[src/rtl/flappy_pkg.sv]
// flappy_pkg: shared button-conditioner state encoding and timing defaults.
package flappy_pkg;

    typedef enum logic [2:0] {
        IDLE,
        WAIT_PRESS,
        PULSE,
        HELD,
        WAIT_RELEASE
    } btn_state_e;

    localparam int DEB_CNT_DEF = 1000000;
    localparam int REP_CNT_DEF = 8388608;
    localparam int CNT_W_DEF   = 24;

endpackage

[src/rtl/debounce_channel.sv]
// debounce_channel: synchronizer, debounce FSM and repeat counter for one button.
module debounce_channel
    import flappy_pkg::*;
#(
    parameter int DEB_CNT = DEB_CNT_DEF,
    parameter int REP_CNT = REP_CNT_DEF,
    parameter int CNT_W   = CNT_W_DEF
) (
    input  logic board_clk,
    input  logic Reset,
    input  logic btn_in,
    output logic level,
    output logic pulse,
    output logic rep
);

    localparam logic [CNT_W-1:0] DEB_LAST = CNT_W'(DEB_CNT - 1);
    localparam logic [CNT_W-1:0] REP_LAST = CNT_W'(REP_CNT - 1);

    logic [1:0]       sync_q;
    logic             sync;
    btn_state_e       state_q, state_d;
    logic [CNT_W-1:0] cnt_q, cnt_d;
    logic             level_q, level_d, pulse_q, pulse_d, rep_q, rep_d;

    assign sync  = sync_q[1];
    assign level = level_q;
    assign pulse = pulse_q;
    assign rep   = rep_q;

    always_ff @(posedge board_clk or posedge Reset) begin
        if (Reset) begin
            sync_q  <= '0;
            state_q <= IDLE;
            cnt_q   <= '0;
            level_q <= 1'b0;
            pulse_q <= 1'b0;
            rep_q   <= 1'b0;
        end else begin
            sync_q  <= {sync_q[0], btn_in};
            state_q <= state_d;
            cnt_q   <= cnt_d;
            level_q <= level_d;
            pulse_q <= pulse_d;
            rep_q   <= rep_d;
        end
    end

    // Outputs are decoded from the next state so the registered copy tracks state_q.
    always_comb begin
        state_d = state_q;
        cnt_d   = cnt_q + 1'b1;
        case (state_q)
            IDLE: begin
                cnt_d = '0;
                if (sync) state_d = WAIT_PRESS;
            end
            WAIT_PRESS: begin
                if (!sync) begin
                    state_d = IDLE;
                    cnt_d   = '0;
                end else if (cnt_q == DEB_LAST) begin
                    state_d = PULSE;
                    cnt_d   = '0;
                end
            end
            PULSE: begin
                state_d = HELD;
                cnt_d   = '0;
            end
            HELD: begin
                if (!sync) begin
                    state_d = WAIT_RELEASE;
                    cnt_d   = '0;
                end else if (cnt_q == REP_LAST) begin
                    cnt_d = '0;
                end
            end
            WAIT_RELEASE: begin
                if (sync) begin
                    state_d = HELD;
                    cnt_d   = '0;
                end else if (cnt_q == DEB_LAST) begin
                    state_d = IDLE;
                    cnt_d   = '0;
                end
            end
            default: begin
                state_d = IDLE;
                cnt_d   = '0;
            end
        endcase
        pulse_d = state_d == PULSE;
        level_d = state_d inside {PULSE, HELD, WAIT_RELEASE};
        rep_d   = state_d == HELD && cnt_d == REP_LAST;
    end

endmodule

[src/rtl/button_conditioner.sv]
// button_conditioner: per-button debounce, press strobe and auto-repeat for the board buttons.
module button_conditioner
    import flappy_pkg::*;
#(
    parameter int N_BTN   = 5,
    parameter int DEB_CNT = DEB_CNT_DEF,
    parameter int REP_CNT = REP_CNT_DEF,
    parameter int CNT_W   = CNT_W_DEF
) (
    input  logic             board_clk,
    input  logic             Reset,
    input  logic [N_BTN-1:0] Btn_In,
    output logic [N_BTN-1:0] Btn_Level,
    output logic [N_BTN-1:0] Btn_Pulse,
    output logic [N_BTN-1:0] Btn_Repeat
);

    for (genvar i = 0; i < N_BTN; i++) begin : g_ch
        debounce_channel #(
            .DEB_CNT(DEB_CNT),
            .REP_CNT(REP_CNT),
            .CNT_W  (CNT_W)
        ) u_ch (
            .board_clk(board_clk),
            .Reset    (Reset),
            .btn_in   (Btn_In[i]),
            .level    (Btn_Level[i]),
            .pulse    (Btn_Pulse[i]),
            .rep      (Btn_Repeat[i])
        );
    end

endmodule

[config.mk]
export PLATFORM = sky130hd
export DESIGN_NAME = button_conditioner
export DESIGN_NICKNAME = d
export VERILOG_FILES = /design/src/rtl/flappy_pkg.sv /design/src/rtl/debounce_channel.sv /design/src/rtl/button_conditioner.sv
export SDC_FILE = /design/constraint.sdc
export NUM_CORES = 1
export LEC_CHECK = 0
export ABC_AREA = 1
export CORE_MARGIN = 2
export CORE_UTILIZATION = 35
export CTS_CLUSTER_DIAMETER = 30
export DETAILED_ROUTE_END_ITERATION = 6
export PLACE_DENSITY = 0.5
export REMOVE_ABC_BUFFERS = 1
export SLEW_MARGIN = 20
export SYNTH_ARGS = -nofsm -noshare
export SYNTH_HDL_FRONTEND = slang
export SYNTH_SLANG_ARGS = --single-unit
[constraint.sdc]
create_clock -name board_clk -period 5 [get_ports board_clk]
set_input_delay 0.5 -clock board_clk [delete_from_list [all_inputs] [get_ports board_clk]]
set_output_delay 0.5 -clock board_clk [all_outputs]
set_load 0.005 [all_outputs]
==> impl_metrics.py <==
metrics = {
    "critical_path": {
        "crit_path_end": "g_ch[1].u_ch.rep",
        "arrival_ns": 2.65,
        "cp_max_fo": 22,
        "start_kind": "register",
        "worstSetupStartpoint": "g_ch[1].u_ch.cnt_q[0]",
        "regToRegSetupSlack_ns": 2.67,
        "reg2reg_from": "g_ch[1].u_ch.cnt_q[0]",
        "crit_type": "register to register",
        "end_kind": "register",
        "reg2regPathDepth": 12,
        "r2r_end": "g_ch[1].u_ch.rep",
        "worstPathRequired_ns": 5.32,
    },
    "grt": {
        "grt_antenna_before_repair": 0,
        "grt-ovfl-total": 0,
        "grt_max_degree": 105,
        "grt_usage_pct": 17.3,
        "grt_first_pass_wirelength_mm": 42.5,
        "grt_pass1_vias": 8691,
    },
    "route": {
        "first_pass_iters": 5,
        "wirelength_mm": 24.9,
        "wl_per_cell_um": 13.4,
        "drcViolationCount": 0,
        "vias_per_cell": 4.80,
        "antenna_left": 0,
        "vias": 8902,
        "drt_iter0_markers": 562,
    },
    "pwr": {
        "power_density_mw_per_mm2": 255,
        "power_leakage_uw": 0.00479,
        "ir_worst_vdd_mv": 0.210,
    },
    "floorplanning": {
        "die_area_mm2": 0.0299,
        "row_count": 61,
        "core_mm2": 0.0279,
        "start_util_pct": 35.8,
        "num_io_pins": 22,
        "fp.dieH_um": 173,
        "die_x_um": 173,
    },
    "status": {
        "outcome": "complete, no violations",
    },
    "timing": {
        "fin_crit_ns": 2.33,
        "skew_ns": 0.0137,
        "hold_violations": 0,
        "setup_slack_ns": 2.67,
        "setup_tns_ns": 0,
        "worstMarginPinSlew_ns": 0.742,
        "rsz0062_at_grt": "no",
        "final.period_utilization_pct": 46.7,
        "relSlewSlack_pct": 50.5,
        "drv_slew": 0,
        "finalSetupViolations": 0,
        "fmax_mhz": 428,
        "whs_ns": 0.350,
    },
    "synthesis": {
        "yosys.area_share.simple_pct": 41.9,
        "syn_area_per_cell_um2": 6.90,
        "syn_inst": 1449,
        "synthAdderAreaFrac_pct": 0.626,
        "ys_warn_count": 0,
        "ys_top_cells_by_area": "dfrtp_1 (40%), nand2_1 (13%), nor2_1 (12%)",
        "yosys.cell_types.count": 40,
        "syn_area_mm2": 0.00999,
        "synth-edff-count": 0,
        "seq_area_frac_synth_pct": 40.1,
        "synth_mux_area_share_pct": 0,
        "synth_flop_cell": "dfrtp_1",
        "ys_ff_latch": 160,
        "yosys.area.top_type": "dfrtp_1",
        "synth-compound-area-share_pct": 4.02,
        "synth_xor_area_share_pct": 3.76,
        "synth_top_family_by_area": "simple AND/OR/NAND/NOR gates",
        "synth.top_cell.area_share_pct": 40.1,
        "ys_async_sr_fraction_pct": 100,
    },
    "cells_and_area": {
        "drive_above_1_share_pct": 8.19,
        "final_cell_mix": "nand2_1 (336), nor2_1 (309), inv_1 (195)",
        "utilization_pct": 39.7,
        "syn2layout_area_growth_pct": 11.0,
        "n_antenna_cell": 0,
        "multiInputGateArea_mm2": 0.00503,
        "fillCellCount": 2980,
        "regArea_mm2": 0.00400,
        "final_nets": 1477,
        "final_common_cell": "nand2_1",
        "fin_area_mm2": 0.0111,
    },
    "clock_network": {
        "cts_setup_buffers": 0,
        "cts-root-buf": "clkbuf_16",
        "cts.clk_slew.worst_paths_ns": 0.07,
        "clock_sinks": 160,
        "post_cts_resized": 0,
        "h-tree-depth": 4,
        "cts_tree": "done",
        "cts_buffers": 17,
        "clk_path_buf_depth": 2,
        "clk_latency_ns": 0.43,
        "ctsHoldBuffers": 0,
    },
    "min_path": {
        "hold_path_class": "register to register",
        "min_path_cells": 0,
    },
    "placement": {
        "dp_hpwl_mm": 18.8,
        "placed_area_mm2": 0.0105,
        "place_congestion": 0.890,
        "place_ws_ns": 2.70,
        "io_buffer_count": 21,
    },
    "run": {
        "maxCapViolCount": 0,
    },
}
[registers in the layout (all words and copies together) (netlist names)]
| register | flops |
|---|---|
| g_ch.u_ch.level | 5 |
| g_ch.u_ch.cnt_q | 120 |
| g_ch.u_ch.state_q | 15 |
| g_ch.u_ch.sync_q | 10 |
| g_ch.u_ch.pulse | 5 |
| g_ch.u_ch.rep | 5 |
[layout make-up]
type / count / area share (%)
multi-input cells: 1058 / 45.3
flip-flops and latches: 160 / 36.1
inverters: 205 / 7.01
well taps: 378 / 4.26
clock buffers: 18 / 3.87
repair buffers: 23 / 2.03
clock inverters: 13 / 1.40
[worst min path at each step]
stage | startpoint | end | slack (ns)
global route | g_ch[0].u_ch.sync_q[0] | g_ch[0].u_ch.sync_q[1] | 0.36
detailed placement | g_ch[0].u_ch.sync_q[0] | g_ch[0].u_ch.sync_q[1] | 0.34
finish | g_ch[0].u_ch.sync_q[0] | g_ch[0].u_ch.sync_q[1] | 0.35
CTS | g_ch[0].u_ch.sync_q[0] | g_ch[0].u_ch.sync_q[1] | 0.36
floorplan | g_ch[0].u_ch.sync_q[0] | g_ch[0].u_ch.sync_q[1] | 0.33
global placement | g_ch[3].u_ch.sync_q[0] | g_ch[3].u_ch.sync_q[1] | 0.33
[layer usage]
layer,vias to the layer above,wire [um],track usage [%]
li1,4568,-,-
met1,4155,12500,24.0
met2,149,11100,27.6
met3,30,776,2.75
met4,0,422,5.44
met5,-,0,0
[synth_stat cells (2+ instances only)]
cell type  instances
nand2_2           21
inv_2              9
inv_1            196
buf_4             21
nand4_1           39
nand3_2            4
a21oi_1           25
nor4_1             4
xor2_1            34
ha_1               5
nor3_1            48
or2_2              7
nand3b_1          15
buf_2              2
buf_6              2
o21ai_0           23
dfrtp_1          160
o21ai_2            3
nor2_4            11
o211ai_1           2
a31oi_1            3
nor2_1           309
o21ai_1            3
nor3_2             4
xnor2_1            7
nand2_4            2
nand3_1          113
nand2_1          336
nor2_2            25
o21bai_1           6
[cells by family after synthesis]
kind of cell	count (synthesis)
simple gates	941
buf+inv	231
flops	160
compound gates	70
xor+xnor	42
fa+ha+maj	5
[power breakdown]
part	internal [uW]	switching [uW]	total, uW
sequential	1310	17.3	1330
clock	746	568	1310
combinational	40.1	143	183
[through the flow]
step,total power (uW),instances
floorplan,1480,1423
global placement,1540,1824
detailed placement,1540,1824
CTS,2870,1855
global route,2960,1855
finish,2820,1855
[critical path: stages (launching register included)]
cell and delay (ns):
dfrtp_1 0.48, ha_1 0.28, nand4_1 0.23, nor2_2 0.16
nand2_1 0.10, nor2_2 0.14, nand2_1 0.07, nand2_1 0.07
nand2_1 0.11, inv_2 0.33, nor2_2 0.10, nand3_1 0.11
nor2_1 0.05
No activity file was read; power rests on OpenSTA's default activity.
